<file path="src/rtl/uart_receiver_if.sv">
// Receive-side signal bundle between the UART line, the uart_receiver and the UART controller.
// The receiver uses the slave modport; the controller/bench side uses master.
`timescale 1ns/1ps
interface uart_receiver_if;
   logic       rxd;
   logic       recv_reset;
   logic [7:0] recv_data;
   logic       recv_ok;
   logic       frame_error;
   logic       busy;
   logic [2:0] fsm_state;

   // recv_ok is a one-cycle strobe with no ready: the consumer must take recv_data that cycle.
   modport master (
      output rxd, recv_reset,
      input  recv_data, recv_ok, frame_error, busy, fsm_state
   );

   modport slave (
      input  rxd, recv_reset,
      output recv_data, recv_ok, frame_error, busy, fsm_state
   );
endinterface

</file>
<file path="src/rtl/uart_receiver.sv">
// 8N1 UART receiver: synchronizes rxd, frames characters, and strobes each good byte
// with recv_ok or a bad stop bit with frame_error.
`timescale 1ns/1ps
module uart_receiver #(
   parameter int CLK_PER_BIT = 868,
   parameter int SYNC_STAGES = 2
) (
   input logic           clk,
   input logic           reset_n,
   uart_receiver_if.slave rx
);

   localparam int CW = $clog2(CLK_PER_BIT);

   localparam logic [CW-1:0] HALF_M1 = CW'(CLK_PER_BIT / 2 - 1);
   localparam logic [CW-1:0] FULL_M1 = CW'(CLK_PER_BIT - 1);

   localparam logic [2:0] ST_IDLE  = 3'd0;
   localparam logic [2:0] ST_START = 3'd1;
   localparam logic [2:0] ST_DATA  = 3'd2;
   localparam logic [2:0] ST_STOP  = 3'd3;
   localparam logic [2:0] ST_BREAK = 3'd4;

   logic [SYNC_STAGES-1:0] sync_q;
   logic                   rxd_s;
   logic [2:0]             state;
   logic [CW-1:0]          cnt;
   logic [2:0]             idx;
   logic [7:0]             shift;
   logic [7:0]             data_q;
   logic                   ok_q;
   logic                   fe_q;

   // Idle-high reset value keeps a spurious start bit from appearing out of reset.
   always_ff @(posedge clk or negedge reset_n) begin
      if (!reset_n) begin
         sync_q <= '1;
      end else begin
         sync_q <= {sync_q[SYNC_STAGES-2:0], rx.rxd};
      end
   end

   assign rxd_s = sync_q[SYNC_STAGES-1];

   always_ff @(posedge clk or negedge reset_n) begin
      if (!reset_n) begin
         state  <= ST_IDLE;
         cnt    <= '0;
         idx    <= '0;
         shift  <= '0;
         data_q <= '0;
         ok_q   <= 1'b0;
         fe_q   <= 1'b0;
      end else begin
         ok_q <= 1'b0;
         fe_q <= 1'b0;
         if (rx.recv_reset) begin
            state <= ST_IDLE;
            cnt   <= '0;
            idx   <= '0;
         end else begin
            case (state)
               ST_IDLE: begin
                  if (!rxd_s) begin
                     state <= ST_START;
                     cnt   <= '0;
                  end
               end
               // Mid-start-bit check; a line that has already returned high was a glitch.
               ST_START: begin
                  if (cnt == HALF_M1) begin
                     cnt   <= '0;
                     idx   <= '0;
                     state <= rxd_s ? ST_IDLE : ST_DATA;
                  end else begin
                     cnt <= cnt + 1'b1;
                  end
               end
               ST_DATA: begin
                  if (cnt == FULL_M1) begin
                     cnt   <= '0;
                     shift <= {rxd_s, shift[7:1]};
                     idx   <= idx + 1'b1;
                     if (idx == 3'd7) begin
                        state <= ST_STOP;
                     end
                  end else begin
                     cnt <= cnt + 1'b1;
                  end
               end
               // Leaving at mid-stop-bit leaves half a bit to catch the next start edge.
               ST_STOP: begin
                  if (cnt == FULL_M1) begin
                     cnt <= '0;
                     if (rxd_s) begin
                        data_q <= shift;
                        ok_q   <= 1'b1;
                        state  <= ST_IDLE;
                     end else begin
                        fe_q  <= 1'b1;
                        state <= ST_BREAK;
                     end
                  end else begin
                     cnt <= cnt + 1'b1;
                  end
               end
               ST_BREAK: begin
                  if (rxd_s) begin
                     state <= ST_IDLE;
                  end
               end
               default: begin
                  state <= ST_IDLE;
                  cnt   <= '0;
                  idx   <= '0;
               end
            endcase
         end
      end
   end

   assign rx.recv_data   = data_q;
   assign rx.recv_ok     = ok_q;
   assign rx.frame_error = fe_q;
   assign rx.busy        = (state != ST_IDLE);
   assign rx.fsm_state   = state;

endmodule

</file>
<file path="src/flat_wrapper.sv">
// flat-port wrapper written by rule: the top's interface ports become plain ports
module uart_receiver_flat 
#(
   parameter int CLK_PER_BIT = 868,
   parameter int SYNC_STAGES = 2
)
  (clk, reset_n, rx_rxd, rx_recv_reset, rx_recv_data, rx_recv_ok, rx_frame_error, rx_busy, rx_fsm_state);
  uart_receiver_if rx_i ();
  input logic clk;
  input logic reset_n;
  input wire logic [$bits(rx_i.rxd)-1:0] rx_rxd;
  input wire logic [$bits(rx_i.recv_reset)-1:0] rx_recv_reset;
  output wire logic [$bits(rx_i.recv_data)-1:0] rx_recv_data;
  output wire logic [$bits(rx_i.recv_ok)-1:0] rx_recv_ok;
  output wire logic [$bits(rx_i.frame_error)-1:0] rx_frame_error;
  output wire logic [$bits(rx_i.busy)-1:0] rx_busy;
  output wire logic [$bits(rx_i.fsm_state)-1:0] rx_fsm_state;
  assign rx_i.rxd = rx_rxd;
  assign rx_i.recv_reset = rx_recv_reset;
  assign rx_recv_data = rx_i.recv_data;
  assign rx_recv_ok = rx_i.recv_ok;
  assign rx_frame_error = rx_i.frame_error;
  assign rx_busy = rx_i.busy;
  assign rx_fsm_state = rx_i.fsm_state;
  uart_receiver #(.CLK_PER_BIT(CLK_PER_BIT), .SYNC_STAGES(SYNC_STAGES)) u_core (.clk(clk), .reset_n(reset_n), .rx(rx_i));
endmodule
</file>
<file path="config.mk">
export PLATFORM = sky130hd
export DESIGN_NAME = uart_receiver_flat
export DESIGN_NICKNAME = d
export VERILOG_FILES = /design/src/rtl/uart_receiver_if.sv /design/src/rtl/uart_receiver.sv /design/src/flat_wrapper.sv
export SDC_FILE = /design/constraint.sdc
export NUM_CORES = 1
export LEC_CHECK = 0
export BUFFER_PORTS_ARGS = -buffer_cell sky130_fd_sc_hd__buf_2
export CORE_ASPECT_RATIO = 0.9
export CORE_MARGIN = 4
export CORE_UTILIZATION = 40
export DETAILED_ROUTE_END_ITERATION = 8
export GPL_TIMING_DRIVEN = 1
export PLACE_DENSITY_LB_ADDON = 0.12
export SLEW_MARGIN = 15
export SYNTH_ARGS = -nofsm -noshare
export SYNTH_HDL_FRONTEND = slang
export SYNTH_SLANG_ARGS = --single-unit
</file>
<file path="constraint.sdc">
create_clock -name clk -period 5.7 [get_ports clk]
set_input_delay 0.855 -clock clk [delete_from_list [all_inputs] [get_ports clk]]
set_output_delay 0.855 -clock clk [all_outputs]
set_load 0.01 [all_outputs]
</file>
=== Yosys cells after proc, flatten, opt, wreduce, memory -nomap -nowiden ===
Cells that the tools add are included.

* Bits in registers: 36
* Bits in latches: 0
* RAM bits: 0
* Bits in read-only memories: 0
* Input port bits: 4
* Output and inout port bits: 14
* Memories kept: 0

* $add $sub $neg: 2
* Multiply operators: 0
* Div/mod/pow operators: 0
* Magnitude comparators: 0
* Eq/ne operators: 15
* Shift-type cells: 0
* Multiplexer cells: 27
* Bitwise logic cells: 1
* Reduce and logical (&&, ||, !) cells: 9

{| class="wikitable"
|+ Operators by type and width
! kind !! count
|-
| two-way mux 10 bit || 4
|-
| one-hot mux 10 bit (4 select lines) || 1
|-
| two-way mux 3 bit || 11
|-
| inequality test 3 x 2 -> 1 bit, second input constant || 5
|-
| one-hot mux 3 bit (5 select lines) || 1
|-
| adder 10 x 1 -> 10 bit, second input constant || 1
|-
| equality test 10 bit, second input constant || 1
|-
| equality test 10 x 9 -> 1 bit, second input constant || 1
|-
| one-hot mux 3 bit (3 select lines) || 1
|-
| two-way mux 1 bit || 8
|-
| equality test 3 x 2 -> 1 bit, second input constant || 2
|-
| equality test 3 bit, second input constant || 2
|-
| AND reduction 3 bit || 2
|-
| AND reduction 6 bit || 1
|-
| AND reduction 4 bit || 1
|-
| adder 3 x 1 -> 3 bit, second input constant || 1
|-
| equality test 3 x 1 -> 1 bit, second input constant || 1
|-
| logical NOT 3 bit || 1
|-
| inequality test 3 bit, second input constant || 1
|-
| nonzero test 3 bit || 1
|-
| OR reduction 3 bit || 1
|-
| two-way mux 2 bit || 1
|-
| inequality test 2 x 1 -> 1 bit, second input constant || 1
|-
| inequality test 2 bit, second input constant || 1
|-
| other kinds (3) || 3
|}

=== Logic depth before layout (Yosys ltp) ===
Gate-level depths: netlist of run 1.

* Word-level depth: 5
* Depth in mapped cells: 7
* Gate-level depth less buffers: 6

=== Least setup slack after synthesis of run 1 ===
No wires, ideal clock.

* Path kind: input to register
* Start: in rx_recv_reset
* End: reg u_core.cnt[5]
* Library setup time: 104 ps
* Data arrival time: 2017 ps
* Data required time: 5596 ps
* Slack: 3579 ps
* Stages: 4
* Cells stage by stage: or4b_1 -> a31oi_2 -> nor2_2 -> o311ai_1

* Cells in the longest elaborated chain, start to end: 2
* Elaborated cells on any way between the ends: 4

{| class="wikitable"
|+ RTL lines
! item !! line !! text
|-
| from (decl) || flat_wrapper.sv:12 || <nowiki>input wire logic [$bits(rx_i.recv_reset)-1:0] rx_recv_reset;</nowiki>
|-
| inequality test 3 bit (no source line) or inequality test 2 bit (tied branches) || - ||
|-
| AND reduction 2 bit (no source line) || - ||
|-
| to (signal assigned) || uart_receiver.sv:76 || <nowiki>cnt <= cnt + 1'b1;</nowiki>
|-
| to (signal assigned) || uart_receiver.sv:88 || <nowiki>cnt <= cnt + 1'b1;</nowiki>
|-
| to (signal assigned) || uart_receiver.sv:104 || <nowiki>cnt <= cnt + 1'b1;</nowiki>
|-
| to (decl) || uart_receiver.sv:27 || <nowiki>logic [CW-1:0] cnt;</nowiki>
|}

Parallel ways exist; a longest one is shown, timed or not.
A chain may end at the register's enable or synchronous reset.

=== Final worst setup path of run 1 ===
* Start: reg u_core.state[0], in the netlist u_core.rx.fsm_state[0]
* End: out rx_busy

* Cells in the longest elaborated chain, start to end: 1

{| class="wikitable"
|+ RTL lines
! item !! line !! text
|-
| from (decl) || uart_receiver.sv:26 || <nowiki>logic [2:0] state;</nowiki>
|-
| from (signal assigned) || uart_receiver.sv:74 || <nowiki>state <= rxd_s ? ST_IDLE : ST_DATA;</nowiki>
|-
| nonzero test 3 bit || uart_receiver.sv:125 || <nowiki>assign rx.busy = (state != ST_IDLE);</nowiki>
|-
| to (decl) || flat_wrapper.sv:16 || <nowiki>output wire logic [$bits(rx_i.busy)-1:0] rx_busy;</nowiki>
|}

No other way between the ends.

==> impl_metrics.yaml, run 1 <==
logic_synthesis:
  synth_largest_type_area_fraction_pct: 47.06
  synth_ff_type: "sky130_fd_sc_hd__dfrtp_1"
  synth_seq_cells: 36
  post_synth_edffs: 0
  syn_area_per_cell_um2: 11.23
  post_synthesis_sequential_area_ratio_pct: 49.97
  postSynth.asyncResetShare_pct: 100.0
  mappedNetlistNets: 169
  netlist_top_cells_count: "sky130_fd_sc_hd__dfrtp_1, sky130_fd_sc_hd__nand2_1, sky130_fd_sc_hd__mux2_2, sky130_fd_sc_hd__inv_1"
  synth_cells: 161
  synth.top_cells.by_area: "sky130_fd_sc_hd__dfrtp_1, sky130_fd_sc_hd__mux2_2, sky130_fd_sc_hd__mux2_4, sky130_fd_sc_hd__nand2_1, sky130_fd_sc_hd__dfstp_2"
  synth.yosys.warnings: 0
  post-synth-top-count-cell: "sky130_fd_sc_hd__dfrtp_1"
  yosysTopAreaCell: "sky130_fd_sc_hd__dfrtp_1"
  synthesis.area_mm2: 0.001808
  synth_cell_type_count: 43
grt:
  overflow: 0
  grtUsageTotal_pct: 14.39
  grt_pass1_vias: 1289
  pin_count_of_the_biggest_net_entering_global_routing: 37
  antenna_violations_before_repair: 0
  grt_first_pass_wirelength_mm: 6.272
power:
  worst_ir_drop_vdd_mv: 0.1482
  pwrdens_mw_per_mm2: 226.6
  part_of_the_power_in_registers_pct: 57.1
  total_leakage_power_nw: 0.9760
  power.switching_fraction_pct: 24.16
  clock_power_share_pct: 38.9
  comb_power_share_pct: 4.1
  power_report.internal_total_w: 0.0003482
  p_sw_w: 0.0001109
  final_total_power_w: 0.0004591
route:
  routed_wirelength_mm: 3.595
  dr.first_iter.drc_count: 97
  wl_per_cell_um: 15.04
  firstDrtPassIters: 4
  final_antenna_net_count: 0
  number_of_vias_after_detailed_routing: 1315
  drcViolationCount: 0
  drt-vias-per-instance: 5.502
floorplan:
  fp.coreArea_mm2: 0.004212
  die_area_mm2: 0.005661
  floorplan.initialDensity_pct: 42.93
  fp-row-count: 22
  die_width_um: 78.87
  fp.dieH_um: 71.78
  io_pins: 18
cts:
  quantity_of_gates_resized_following_cts: 0
  cts_root_buf: "sky130_fd_sc_hd__clkbuf_8"
  cts_tree: "built"
  cts.sink_count: 36
  clk-insertion-delay-late_ns: 0.29
  quantity_of_hold_fixing_buffers_added_after_cts: 0
  cts.path.max_buffers: 2
  h-tree-depth: 2
  cts_buffers: 5
  path_clk_slew_ns: 0.07
  post_cts_buffers: 0
critical_path:
  arrival_ns: 1.39
  regToRegSetupSlack_ns: 3.49
  reg2reg_from: "u_core.rx.fsm_state[0]"
  maximum_fanout_along_the_worst_path: 18
  crit_slowest_cell: "sky130_fd_sc_hd__dfrtp_1"
  critPathLaunch: "u_core.rx.fsm_state[0]"
  crit_required_ns: 4.85
  critical_path_class: "flip-flop to output port"
  max_stage_delay_ns: 0.58
  endpoint_kind: "output port"
  number_of_cells_on_the_worst_reg_to_reg_path: 4
  rr_endpoint: "u_core.cnt[9]"
  worstPathCellList: "or3_1 > buf_2"
  critical_path_startpoint_category: "flip-flop"
flow_run:
  drv_cap: 0
final_layout:
  final_layout_size_suffix_gt1_share_pct: 30.17
  fin_util_pct: 48.10
  filler_cell_count: 394
  final_area_mm2: 0.002026
  multi_input_comb_area_um2: 844.6
  layout_overhead_on_the_synthesized_area_pct: 12.04
  antenna_cells_inserted: 0
  area.sequential_um2: 903.4
  finish.net_count: 186
hold_path:
  whs_path_depth: 0
  min_from: "u_core.sync_q[0]"
  hold_ep: "u_core.sync_q[1]"
  worst_hold_path_type: "flip-flop to flip-flop"
timing:
  setup-tns-final_ns: 0
  finalCriticalPeriod_ns: 2.247
  timing.final.setup_violations: 0
  fmax_mhz: 445.0
  hold-worst-slack_ns: 0.3570
  slew_at_the_pin_closest_to_its_max_slew_limit_ns: 0.7841
  finalHoldViolations: 0
  final_min_period_over_clock_period_pct: 39.43
  final-max-slew-violation-count: 0
  fin_skew_ns: 0.005577
  rsz0062_at_grt: "no"
  slew_headroom_pct: 47.72
placed_design:
  numPortBuffers: 17
  placed_cell_area_mm2: 0.001938
  hpwlAfterDp_mm: 2.494
  gp_congestion: 0.8207
run_status:
  result_of_the_run: "finished clean"
per-stage QoR:
step	setup WS (ns)	cells
after floorplan	3.579	161
after global placement	3.312	231
after detailed placement	3.238	231
after CTS	3.447	239
after global routing	3.364	239
final	3.453	239
layout make-up:
type | count | share of cell area [%]
Sequential cell | 36 | 44.60
Multi-Input combinational cell | 110 | 41.69
Timing Repair Buffer | 17 | 4.200
Tap cell | 60 | 3.706
Clock buffer | 5 | 3.397
Inverter | 8 | 1.482
Clock inverter | 3 | 0.9265
how the worst max path moves through the flow:
stage,endpoint,cells past startpoint,slack [ns]
floorplan,u_core.cnt[5],4,3.58
global placement,u_core.shift[4],5,3.31
detailed placement,u_core.cnt[7],5,3.24
CTS,rx_busy,2,3.45
global route,u_core.rx.recv_data[5],5,3.36
finish,rx_busy,2,3.45
state kept, by name, summed over array words and instances (netlist names):
register,flops
u_core.shift,8
u_core.cnt,10
u_core.sync_q,2
u_core.rx.recv_data,8
u_core.rx.fsm_state,3
u_core.rx.frame_error,1
u_core.idx,3
u_core.rx.recv_ok,1
power by group through the flow:
stage | Sequential [W] | Combinational, W | Clock, W
floorplan | 0.000264 | 0.0000119 | 0
global placement | 0.000267 | 0.0000185 | 0
detailed placement | 0.000267 | 0.0000190 | 0
CTS | 0.000262 | 0.0000191 | 0.000185
global route | 0.000263 | 0.0000218 | 0.000202
finish | 0.000262 | 0.0000186 | 0.000178
cell usage in the layout (no fill, tap or decap), types with 3 or more instances in the layout:
master / Yosys / final
sky130_fd_sc_hd__nor3_1: 6 / 6
sky130_fd_sc_hd__dfrtp_1: 34 / 34
sky130_fd_sc_hd__nor2b_1: 3 / 3
sky130_fd_sc_hd__o22ai_1: 3 / 3
sky130_fd_sc_hd__nor2_1: 7 / 7
sky130_fd_sc_hd__mux2_4: 5 / 5
sky130_fd_sc_hd__o21ai_0: 5 / 5
sky130_fd_sc_hd__ha_1: 4 / 4
sky130_fd_sc_hd__o2111ai_1: 4 / 4
sky130_fd_sc_hd__mux2_2: 12 / 12
sky130_fd_sc_hd__nand3_1: 7 / 7
sky130_fd_sc_hd__clkbuf_8: 0 / 5
sky130_fd_sc_hd__buf_2: 3 / 17
sky130_fd_sc_hd__nand2_1: 16 / 16
sky130_fd_sc_hd__o311ai_1: 4 / 4
sky130_fd_sc_hd__inv_1: 8 / 8
worst max-delay path: cells and delay by family (launching register included):
kind	cells	cell delay, ns
AND/OR/NAND/NOR	1	0.38
flip-flops	1	0.58
buffers and inverters	1	0.14
layer usage:
metal | global-route usage [%] | share of wire (%) | up-vias
met2 | 21.49 | 46 | 34
met4 | 4.771 | 1.3 | 0
met3 | 5.905 | 6.0 | 7
met5 | 0 | 0 | -
li1 | - | - | 629
met1 | 19.03 | 47 | 645
logic make-up after synthesis:
logic type               after synthesis  share of synthesized area [%]
AND/OR/NAND/NOR                       59                          19.31
adder cells (fa/ha/maj)                4                          2.768
flip-flops                            36                          49.97
XOR/XNOR                               2                         0.9690
buffers and inverters                 15                          3.321
AO/OA/AOI/OAI                         28                          12.04
multiplexers                          17                          11.63
(Power assumes the default switching activity.)
==> run 2, diff against run 1 <==
- clock period: 5.7 -> 2.28 ns (I/O delays scaled with it)
==> run 2 against run 1 <==
  * Sequential share of layout area is 1.3 points lower
  * Design area is 2.9% higher
  * Register-to-register slack worse by 3.3 ns
  * Die area stayed put
  * Wire length is 0.36% lower
  * Clock skew is 0.0025 ns lower
  * Final cell count is 2.9% higher
  * Non-clock buffer count is 7 higher
  * Critical path depth is 3 higher
==> impl_metrics.yaml, run 2 (same netlist as run 1, synthesis figures left out) <==
route:
  drcViolationCount: 0
  number_of_vias_after_detailed_routing: 1318
  firstDrtPassIters: 4
  wl_per_cell_um: 14.56
  drt-vias-per-instance: 5.358
  routed_wirelength_mm: 3.582
  final_antenna_net_count: 0
  dr.first_iter.drc_count: 118
cts:
  quantity_of_hold_fixing_buffers_added_after_cts: 0
  cts.path.max_buffers: 2
  quantity_of_gates_resized_following_cts: 0
  clk-insertion-delay-late_ns: 0.29
  h-tree-depth: 2
  cts.sink_count: 36
  cts_tree: "built"
  path_clk_slew_ns: 0.07
  cts_root_buf: "sky130_fd_sc_hd__clkbuf_8"
  cts_buffers: 5
  post_cts_buffers: 0
floorplan:
  io_pins: 18
  fp-row-count: 22
  die_width_um: 78.87
  fp.coreArea_mm2: 0.004212
  fp.dieH_um: 71.78
  floorplan.initialDensity_pct: 42.93
  die_area_mm2: 0.005661
timing:
  fin_skew_ns: 0.003046
  rsz0062_at_grt: "no"
  finalHoldViolations: 0
  slew_headroom_pct: 47.26
  setup-tns-final_ns: 0
  final_min_period_over_clock_period_pct: 92.49
  finalCriticalPeriod_ns: 2.109
  timing.final.setup_violations: 0
  fmax_mhz: 474.2
  final-max-slew-violation-count: 0
  slew_at_the_pin_closest_to_its_max_slew_limit_ns: 0.7912
power:
  clock_power_share_pct: 40.1
  worst_ir_drop_vdd_mv: 0.3596
  p_sw_w: 0.0002716
  pwrdens_mw_per_mm2: 565.5
  total_leakage_power_nw: 1.010
  comb_power_share_pct: 4.7
  power.switching_fraction_pct: 23.04
  power_report.internal_total_w: 0.0009071
  part_of_the_power_in_registers_pct: 55.1
grt:
  grtUsageTotal_pct: 14.00
  pin_count_of_the_biggest_net_entering_global_routing: 37
  grt_pass1_vias: 1318
  grt_first_pass_wirelength_mm: 6.272
  antenna_violations_before_repair: 0
  overflow: 0
critical_path:
  worstPathCellList: "ha_1 > and4b_1 > nand4_2 > or3_1 > mux2_4"
  max_stage_delay_ns: 0.52
  crit_slowest_cell: "sky130_fd_sc_hd__or3_1"
  crit_required_ns: 2.45
  endpoint_kind: "flip-flop"
  critical_path_startpoint_category: "flip-flop"
  reg2reg_from: "u_core.cnt[0]"
  arrival_ns: 2.28
  critPathLaunch: "u_core.cnt[0]"
  critical_path_class: "flip-flop to flip-flop"
  maximum_fanout_along_the_worst_path: 6
run_status:
  result_of_the_run: "finished clean"
final_layout:
  largest_reg_flops: 10
  filler_cell_count: 418
  layout.cells.most_common: "sky130_fd_sc_hd__dfrtp_1"
  layout_overhead_on_the_synthesized_area_pct: 15.29
  top_register: "u_core.cnt"
  final_layout_size_suffix_gt1_share_pct: 32.26
  finish.cell_count_without_fillers: 246
  antenna_cells_inserted: 0
  finish.net_count: 193
  layout_common_cells: "sky130_fd_sc_hd__dfrtp_1, sky130_fd_sc_hd__buf_2, sky130_fd_sc_hd__nand2_1"
placed_design:
  numPortBuffers: 17
  hpwlAfterDp_mm: 2.557
  gp_congestion: 0.8127
  placed_cells: 238
hold_path:
  worst_hold_path_type: "input port to asynchronous set/reset pin"
flow_run:
  drv_cap: 0
==> run 2: cell count changes in the layout (fill, tap and decap cells not counted) <==
cell	before	now
sky130_fd_sc_hd__clkinv_4	1	0
sky130_fd_sc_hd__clkinv_2	2	0
sky130_fd_sc_hd__clkbuf_1	0	1
sky130_fd_sc_hd__clkinvlp_4	0	1
sky130_fd_sc_hd__buf_4	0	7
sky130_fd_sc_hd__clkbuf_8	5	6
==> run 2: area by class of cell <==
| type | instances | area [um2] | area share, % |
|---|---|---|---|
| well taps | 60 | 75.07 | 3.601 |
| flip-flops and latches | 36 | 903.4 | 43.34 |
| clock buffers | 7 | 86.33 | 4.142 |
| clock inverters | 1 | 7.507 | 0.3601 |
| repair buffers | 24 | 137.6 | 6.603 |
| inverters | 8 | 30.03 | 1.441 |
| multi-input cells | 110 | 844.6 | 40.52 |
==> run 2: metal layers <==
metal / track usage, % / wire, um
met1: 20.33 / 1806
met2: 19.79 / 1545
met3: 4.271 / 181
met4: 4.771 / 47
met5: 0 / 0
==> run 2: worst max-delay path: cells and delay by family, from the launching register on <==
family / cells / cell delay, ns
adders and majority gates: 1 / 0.22
DFF: 1 / 0.41
muxes: 1 / 0.34
and+or+nand+nor: 3 / 1.03
==> run 2: per-stage QoR <==
stage                     cell area [um2]  util (%)  hold WS (ns)  setup WS [ns]   power, W
after floorplan                      1808         -       0.04641         0.3317  0.0006897
after global placement               1991     47.27        0.3477         0.2335  0.0007180
after detailed placement             1991     47.27        0.3488         0.1764  0.0007193
after CTS                            2085     49.49        0.1425         0.1596   0.001195
after global routing                 2085     49.49        0.1368        0.06363   0.001236
final                                2085     49.49        0.1253         0.1711   0.001179
==> run 2: final timing paths <==
check / end / slack (ns) / cells after the start
max in group asynchronous: u_core.idx[2] / 1.64 / 1
hold reg to reg: u_core.sync_q[1] / 0.36 / 0
setup reg to reg: u_core.shift[7] / 0.17 / 5
hold / removal: u_core.rx.fsm_state[1] / 0.13 / 1
setup / recovery: u_core.shift[7] / 0.17 / 5
min in group clk: u_core.sync_q[0] / 0.15 / 1
==> run 2: power groups by stage <==
stage | clock, W | sequential, W | combinational (W)
after floorplan | 0 | 0.000660 | 0.0000297
after global placement | 0 | 0.000662 | 0.0000561
after detailed placement | 0 | 0.000662 | 0.0000571
after CTS | 0.000488 | 0.000650 | 0.0000574
after global routing | 0.000522 | 0.000650 | 0.0000638
final | 0.000473 | 0.000650 | 0.0000557
